**src/rtl/cache_axi_arbiter_pkg.sv**
```systemverilog
// Shared types and constants for the cache-to-AXI arbiter.
// Optional round-robin tie breaking is enabled with ARB_ROUND_ROBIN_EN.
package cache_axi_arbiter_pkg;

    typedef enum logic [2:0] {
        ST_IDLE = 3'd0,
        ST_AR   = 3'd1,
        ST_R    = 3'd2,
        ST_AW_W = 3'd3,
        ST_B    = 3'd4,
        ST_DONE = 3'd5
    } state_t;

    localparam logic [1:0] BURST_INCR = 2'b01;
    localparam logic [2:0] SIZE_WORD  = 3'd2;
    localparam logic       OWN_INST   = 1'b0;
    localparam logic       OWN_DATA   = 1'b1;

    function automatic logic [2:0] to_axi_size(input logic [1:0] size);
        return {1'b0, size};
    endfunction

endpackage

```
**src/rtl/cache_axi_arbiter_grant.sv**
```systemverilog
// Grant select between icache and dcache requests (module cache_arb_grant).
// ARB_ROUND_ROBIN_EN swaps fixed data priority for alternating tie breaks.
module cache_arb_grant
    import cache_axi_arbiter_pkg::*;
(
    input  logic inst_req,
    input  logic data_req,
`ifdef ARB_ROUND_ROBIN_EN
    input  logic last_grant,
`endif
    output logic grant_valid,
    output logic grant_owner
);

    // Pick a winner among the pending requests
    always_comb begin
        grant_valid = inst_req | data_req;
        grant_owner = OWN_INST;
        if (inst_req && data_req) begin
`ifdef ARB_ROUND_ROBIN_EN
            grant_owner = (last_grant == OWN_DATA) ? OWN_INST : OWN_DATA;
`else
            grant_owner = OWN_DATA;
`endif
        end else if (data_req) begin
            grant_owner = OWN_DATA;
        end else begin
            grant_owner = OWN_INST;
        end
    end

endmodule

```
**src/rtl/cache_axi_arbiter.sv**
```systemverilog
// Serialises single-word icache/dcache accesses onto one AXI4 master, one at a time.
// Optional macro ARB_ROUND_ROBIN_EN adds a last_grant register for fair tie breaks.
module cache_axi_arbiter
    import cache_axi_arbiter_pkg::*;
#(
    parameter logic [3:0] INST_ID = 4'd0,
    parameter logic [3:0] DATA_ID = 4'd1
) (
    input  logic        clk,
    input  logic        reset,
    input  logic        inst_cache_req,
    input  logic [31:0] inst_cache_addr,
    output logic [31:0] inst_cache_rdata,
    output logic        inst_cache_dok,
    input  logic        data_cache_req,
    input  logic        data_cache_wr,
    input  logic [1:0]  data_cache_size,
    input  logic [3:0]  data_cache_wstrb,
    input  logic [31:0] data_cache_addr,
    input  logic [31:0] data_cache_wdata,
    output logic [31:0] data_cache_rdata,
    output logic        data_cache_dok,
    output logic [3:0]  arid,
    output logic [31:0] araddr,
    output logic [7:0]  arlen,
    output logic [2:0]  arsize,
    output logic [1:0]  arburst,
    output logic        arlock,
    output logic [3:0]  arcache,
    output logic [2:0]  arprot,
    output logic        arvalid,
    input  logic        arready,
    input  logic [31:0] rdata,
    input  logic [1:0]  rresp,
    input  logic        rlast,
    input  logic        rvalid,
    output logic        rready,
    output logic [3:0]  awid,
    output logic [31:0] awaddr,
    output logic [7:0]  awlen,
    output logic [2:0]  awsize,
    output logic [1:0]  awburst,
    output logic        awlock,
    output logic [3:0]  awcache,
    output logic [2:0]  awprot,
    output logic        awvalid,
    input  logic        awready,
    output logic [3:0]  wid,
    output logic [31:0] wdata,
    output logic [3:0]  wstrb,
    output logic        wlast,
    output logic        wvalid,
    input  logic        wready,
    input  logic [1:0]  bresp,
    input  logic        bvalid,
    output logic        bready
);

    state_t      state_r, state_s;
    logic        owner_r;
    logic [31:0] addr_r, wdata_r, inst_rdata_r, data_rdata_r;
    logic [2:0]  size_r;
    logic [3:0]  wstrb_r;
    logic        aw_done_r, w_done_r;
    logic        grant_valid_s, grant_owner_s;
    logic        unused_s;

    // Error responses and rlast never change completion
    assign unused_s = ^{rresp, rlast, bresp};

`ifdef ARB_ROUND_ROBIN_EN
    logic last_grant_r;

    // Remember who was granted last for the next tie
    always_ff @(posedge clk) begin
        if (reset) begin
            last_grant_r <= OWN_INST;
        end else if (state_r == ST_IDLE && grant_valid_s) begin
            last_grant_r <= grant_owner_s;
        end else begin
            last_grant_r <= last_grant_r;
        end
    end
`endif

    cache_arb_grant u_grant (
        .inst_req    (inst_cache_req),
        .data_req    (data_cache_req),
`ifdef ARB_ROUND_ROBIN_EN
        .last_grant  (last_grant_r),
`endif
        .grant_valid (grant_valid_s),
        .grant_owner (grant_owner_s)
    );

    // State register
    always_ff @(posedge clk) begin
        if (reset) begin
            state_r <= ST_IDLE;
        end else begin
            state_r <= state_s;
        end
    end

    // Next-state logic; AW and W handshakes may complete in either order
    always_comb begin
        state_s = state_r;
        case (state_r)
            ST_IDLE: begin
                if (grant_valid_s) begin
                    state_s = (grant_owner_s == OWN_DATA && data_cache_wr) ? ST_AW_W : ST_AR;
                end else begin
                    state_s = ST_IDLE;
                end
            end
            ST_AR:   state_s = arready ? ST_R : ST_AR;
            ST_R:    state_s = rvalid ? ST_DONE : ST_R;
            ST_AW_W: state_s = ((aw_done_r || awready) && (w_done_r || wready)) ? ST_B : ST_AW_W;
            ST_B:    state_s = bvalid ? ST_DONE : ST_B;
            ST_DONE: state_s = ST_IDLE;
            default: state_s = ST_IDLE;
        endcase
    end

    // Request capture, handshake tracking and read-data registers
    always_ff @(posedge clk) begin
        if (reset) begin
            owner_r      <= OWN_INST;
            addr_r       <= 32'd0;
            size_r       <= 3'd0;
            wstrb_r      <= 4'd0;
            wdata_r      <= 32'd0;
            inst_rdata_r <= 32'd0;
            data_rdata_r <= 32'd0;
            aw_done_r    <= 1'b0;
            w_done_r     <= 1'b0;
        end else begin
            case (state_r)
                ST_IDLE: begin
                    aw_done_r <= 1'b0;
                    w_done_r  <= 1'b0;
                    if (grant_valid_s && grant_owner_s == OWN_DATA) begin
                        owner_r <= OWN_DATA;
                        addr_r  <= data_cache_addr;
                        size_r  <= to_axi_size(data_cache_size);
                        wstrb_r <= data_cache_wstrb;
                        wdata_r <= data_cache_wdata;
                    end else if (grant_valid_s) begin
                        owner_r <= OWN_INST;
                        addr_r  <= inst_cache_addr;
                        size_r  <= SIZE_WORD;
                    end
                end
                ST_R: begin
                    if (rvalid && owner_r == OWN_DATA) begin
                        data_rdata_r <= rdata;
                    end else if (rvalid) begin
                        inst_rdata_r <= rdata;
                    end
                end
                ST_AW_W: begin
                    if (awvalid && awready) aw_done_r <= 1'b1;
                    if (wvalid && wready)   w_done_r  <= 1'b1;
                end
                default: begin
                    aw_done_r <= aw_done_r;
                end
            endcase
        end
    end

    // Handshake and done outputs decoded from the state register
    always_comb begin
        arvalid        = 1'b0;
        rready         = 1'b0;
        awvalid        = 1'b0;
        wvalid         = 1'b0;
        bready         = 1'b0;
        inst_cache_dok = 1'b0;
        data_cache_dok = 1'b0;
        case (state_r)
            ST_AR:   arvalid = 1'b1;
            ST_R:    rready  = 1'b1;
            ST_AW_W: begin
                awvalid = ~aw_done_r;
                wvalid  = ~w_done_r;
            end
            ST_B:    bready  = 1'b1;
            ST_DONE: begin
                inst_cache_dok = (owner_r == OWN_INST);
                data_cache_dok = (owner_r == OWN_DATA);
            end
            default: arvalid = 1'b0;
        endcase
    end

    assign inst_cache_rdata = inst_rdata_r;
    assign data_cache_rdata = data_rdata_r;
    assign arid    = (owner_r == OWN_DATA) ? DATA_ID : INST_ID;
    assign araddr  = addr_r;
    assign arsize  = size_r;
    assign arlen   = 8'd0;
    assign arburst = BURST_INCR;
    assign arlock  = 1'b0;
    assign arcache = 4'd0;
    assign arprot  = 3'd0;
    assign awid    = DATA_ID;
    assign awaddr  = addr_r;
    assign awsize  = size_r;
    assign awlen   = 8'd0;
    assign awburst = BURST_INCR;
    assign awlock  = 1'b0;
    assign awcache = 4'd0;
    assign awprot  = 3'd0;
    assign wid     = DATA_ID;
    assign wdata   = wdata_r;
    assign wstrb   = wstrb_r;
    assign wlast   = 1'b1;

endmodule

```
**config.mk**
```make
export PLATFORM = sky130hd
export DESIGN_NAME = cache_axi_arbiter
export DESIGN_NICKNAME = d
export VERILOG_FILES = /design/src/rtl/cache_axi_arbiter_pkg.sv /design/src/rtl/cache_axi_arbiter_grant.sv /design/src/rtl/cache_axi_arbiter.sv
export SDC_FILE = /design/constraint.sdc
export NUM_CORES = 1
export LEC_CHECK = 0
export CAP_MARGIN = 25
export CORE_ASPECT_RATIO = 0.5
export CORE_MARGIN = 4
export CORE_UTILIZATION = 25
export DETAILED_ROUTE_END_ITERATION = 10
export GPL_TIMING_DRIVEN = 1
export PLACE_DENSITY = 0.66
export SYNTH_ARGS = -nofsm -noshare
export SYNTH_HDL_FRONTEND = slang
export SYNTH_SLANG_ARGS = --single-unit
```
**constraint.sdc**
```tcl
create_clock -name clk -period 2.6 [get_ports clk]
set_clock_uncertainty 0.1 [all_clocks]
set_input_delay 0.65 -clock clk [delete_from_list [all_inputs] [get_ports clk]]
set_output_delay 0.65 -clock clk [all_outputs]
set_load 0.01 [all_outputs]
```
==> impl_results.md <==
* Worst slew margin relative to its limit at a little under three fifths
* Crit path cell chain: nor3b_1, clkdlybuf4s50_1
* Hold_sp: wdata[6]$_SDFFE_PP0P_
* Root Driver: clkbuf_16
* Num rows at 40
* Vias in the first global route at just under 6000
* Fmax at 0.399 GHz
* GPL Wtd Cong at roughly 0.81
* Drt pass-1 iters at 5
* Final std cells w/o fill at 1342
* P_sw at 2.19 mW
* CP bufs+invs at 1
* Clk pwr share at roughly 34%
* CP delay by family, top: buffers and inverters
* Setup crit end kind: output pin
* Hold path depth at 2
* Worst EP required at ~1.9 ns
* Largest net degree at the start of global routing at between 60 and 70
* Grt ovf at 0
* Metal-1 WL at approximately 9 mm
* Starting Density at around 26%
* Register area share after synthesis at a little under half
* Via/cell ratio at about 4.6
* RSZ-0062 raised after global routing: no
* Longest Clk Path Bufs at 2
* WL met3 at 900 um
* Initial antenna violation count at 0
* Int Pwr at approximately 5 mW
* Crit Path Class: register to output pin
* Setup Buffers After CTS at 0
* Area of the core at approximately 24000 sq um
* Comb power frac at between 20% and 30%
* Clk slew on worst S/H paths at about 0.06 ns
* Met2 wire length at between 10 and 15 mm
* Worst R2R Path Depth at 5
* Clk sink count at 140
* Setup slack, reg-to-reg at a little under 0.7 ns
* Mean routed wirelength per cell at roughly 17 um
* Number of max-cap violations at 0
* Worst hold path type: register to register
* Maximum vdd drop at between 0.4 and 0.5 mV
* Top layer in use: met4
* R2r endpoint: araddr[24]$_SDFFE_PP0P_
* Post-Synthesis Cells at 743
* # DRC at 0
* Syn_area_per_cell at roughly 8.4 sq um
* Final setup TNS at 0 ns
* YS warnings at 0
* Worst Hold Endpoint: wdata[6]$_SDFFE_PP0P_
* Placed insts at around 1300
* Hold Violations, Final at 0
* P_leak at 3.58 nW
* CTS tree: built
* Total GRT Usage at approximately 16%
* Number of H-tree levels at 4
* Slew Limit Fails at 0
* Yosys reg bits at 140
* Final nets at 1141
* Share of layout cells above drive strength 1 at roughly 6%
* Post-route antenna net violation count at 0
* Chip width at 231 um
* 1st-iter DRT viols at around 500
* DR vias at approximately 6100
* Reg power frac at 36.5%
* Crit path arrival time at roughly 1.8 ns
* PortBufs at about 320
* CTS Buf Count at 17
* Setup Viol. Count Final at 0
* # IOs at between 300 and 400
* Hold buffer count at CTS at 0
* Overall Power at between 7 and 8 mW
* Tcrit/Tclk final at between 90% and 100%
* Reg-to-Reg Start: state_r[1]$_SDFF_PP0_
* Die height at ~120 um
* Final WL at around 22 mm
* Synthesized cell area at slightly above 6000 sq um
* Sw Share at a little under a third
* Post-DP HPWL at roughly 16 mm
* Run status: finished clean
* Largest fanout on the critical path at 7
* CP max stage delay at between 0.6 and 0.7 ns
* Latest clock arrival within the worst-skew pair at ~0.43 ns
* Synth-to-layout area growth at 58.8%
* Minimum clock period at between 2 and 3 ns
* Final core utilization at approximately 40%
* Critical path's slowest cell: clkdlybuf4s50_1
* Crit path launch type: register
* Worst slew pin tran at about 0.66 ns
* Distinct cells, synth at 39
* First-pass GRT wire length at roughly 34 mm
* Die area at ~28000 sq um
* Pwr/cell area at approximately 710 nW/um^2
-- synth_stat cells, drive strengths merged --
master     n  area, sq um
nand3     64          320
nor3b      2         15.0
buf      114          791
and3       2         12.5
a211oi    32          240
nand4bb    1         11.3
or3b       1         8.76
o21ba      1         10.0
nor2b      3         18.8
nor4bb     1         10.0
nor3       2         15.0
a21o       2         15.0
nand2     76          285
o22ai      1         6.26
a22oi      2         15.0
or2        1         6.26
nor2       8         32.5
nor4b      1         15.0
and3b      1         8.76
inv        1         3.75
mux2i     32          320
o21ai     66          330
a31oi      2         12.5
nand3b     1         7.51
a21oi    138          691
or3        1         6.26
o221ai     1         8.76
dfxtp    140         2800
nand2b     3         18.8
and4bb     1         12.5
clkbuf    39          146
conb       2         7.51
or4b       1         10.0
-- area by class of cell --
| type | count | area, sq um |
|---|---|---|
| fillers | 2385 | 14400 |
| repair buffers | 335 | 3370 |
| flip-flops and latches | 140 | 2810 |
| multi-input cells | 497 | 2680 |
| clock buffers | 19 | 443 |
| well taps | 336 | 420 |
| clock inverters | 13 | 141 |
| inverters | 1 | 3.75 |
| diodes | 1 | 2.50 |
-- kinds of logic (layout without fill, tap and decap cells) --
group,count (synthesis),count (layout),share of synthesized area (%)
AOI/OAI and AO/OA,245,245,21.4
and+or+nand+nor,170,170,13.1
buffers and inverters,154,368,15.1
DFF,140,140,45.1
muxes,32,32,5.15
other,2,51,0.121
-- placed cells by master, fill, tap and decap left out, types with 3 or more instances in the layout --
master           netlist  routed
clkbuf_16              0      17
buf_12                 0       5
nand2b_1               3       3
clkinv_2               0       3
o21ai_0               44      44
nor2_1                 7       7
clkdlybuf4s50_1        0     314
buf_4                 85      12
a21oi_1              138     138
conb_1                 2      50
nand2_1               76      76
dfxtp_1              140     137
nand3_1               64      64
a211oi_1              32      32
mux2i_1               32      32
o21ai_1               22      22
clkinv_4               0       3
clkinvlp_4             0       3
-- tightest hold or removal path: cells and delay by family (launching register included) --
family,cells,cell delay (ns)
flip-flops,1,0.30
AND/OR/NAND/NOR,1,0.05
AO/OA/AOI/OAI,1,0.05
-- metrics by stage --
step	hold WS, ns	setup slack (ns)	instance area (sq um)
floorplan	0.381	0.694	6390
detailed placement	0.345	0.278	9270
finish	0.352	0.0913	9870
global route	0.372	0.0169	9870
CTS	0.353	0.0172	9850
global placement	0.342	0.306	9270
-- how the worst max path moves through the flow --
| stage | endpoint | cells past startpoint | from | slack (ns) |
|---|---|---|---|---|
| 2_1_floorplan | wdata[25]$_SDFFE_PP0P_ | 6 | data_cache_req | 0.69 |
| 6_report | bready | 2 | state_r[1]$_SDFF_PP0_ | 0.09 |
| 3_3_place_gp | awvalid | 4 | state_r[0]$_SDFF_PP0_ | 0.31 |
| 4_1_cts | bready | 2 | state_r[2]$_SDFF_PP0_ | 0.02 |
| 5_1_grt | data_cache_dok | 3 | state_r[0]$_SDFF_PP0_ | 0.02 |
| 3_5_place_dp | araddr[24]$_SDFFE_PP0P_ | 5 | inst_cache_req | 0.28 |
-- power by group through the flow --
stage               sequential [mW]  combinational [mW]  clock [mW]
global placement               2.61                2.03           0
finish                         2.57                2.06        2.41
CTS                            2.57                2.07        2.50
detailed placement             2.61                2.06           0
global route                   2.60                2.22        2.60
floorplan                      2.66                1.05           0
-- registers in the layout (all words and copies together), names as in the netlist --
name              flops
araddr               32
data_cache_rdata     32
inst_cache_rdata     32
wdata                32
wstrb                 4
state_r               3
arsize                2
aw_done_r             1
owner_r               1
w_done_r              1
-- timing repair --
action                                  CTS  global route
hold endpoints to repair                  0             0
resized for setup                         3             5
gates cloned                              0             0
pin swaps                                 0             0
endpoints found under the setup margin    7             5
-- layer usage --
metal | vias up | GRT usage (%)
met5 | - | 0
met4 | 0 | 6.00
met3 | 31 | 2.92
met2 | 186 | 27.9
met1 | 2971 | 18.4
li1 | 2961 | -
Power figures use the tool's default switching activity.
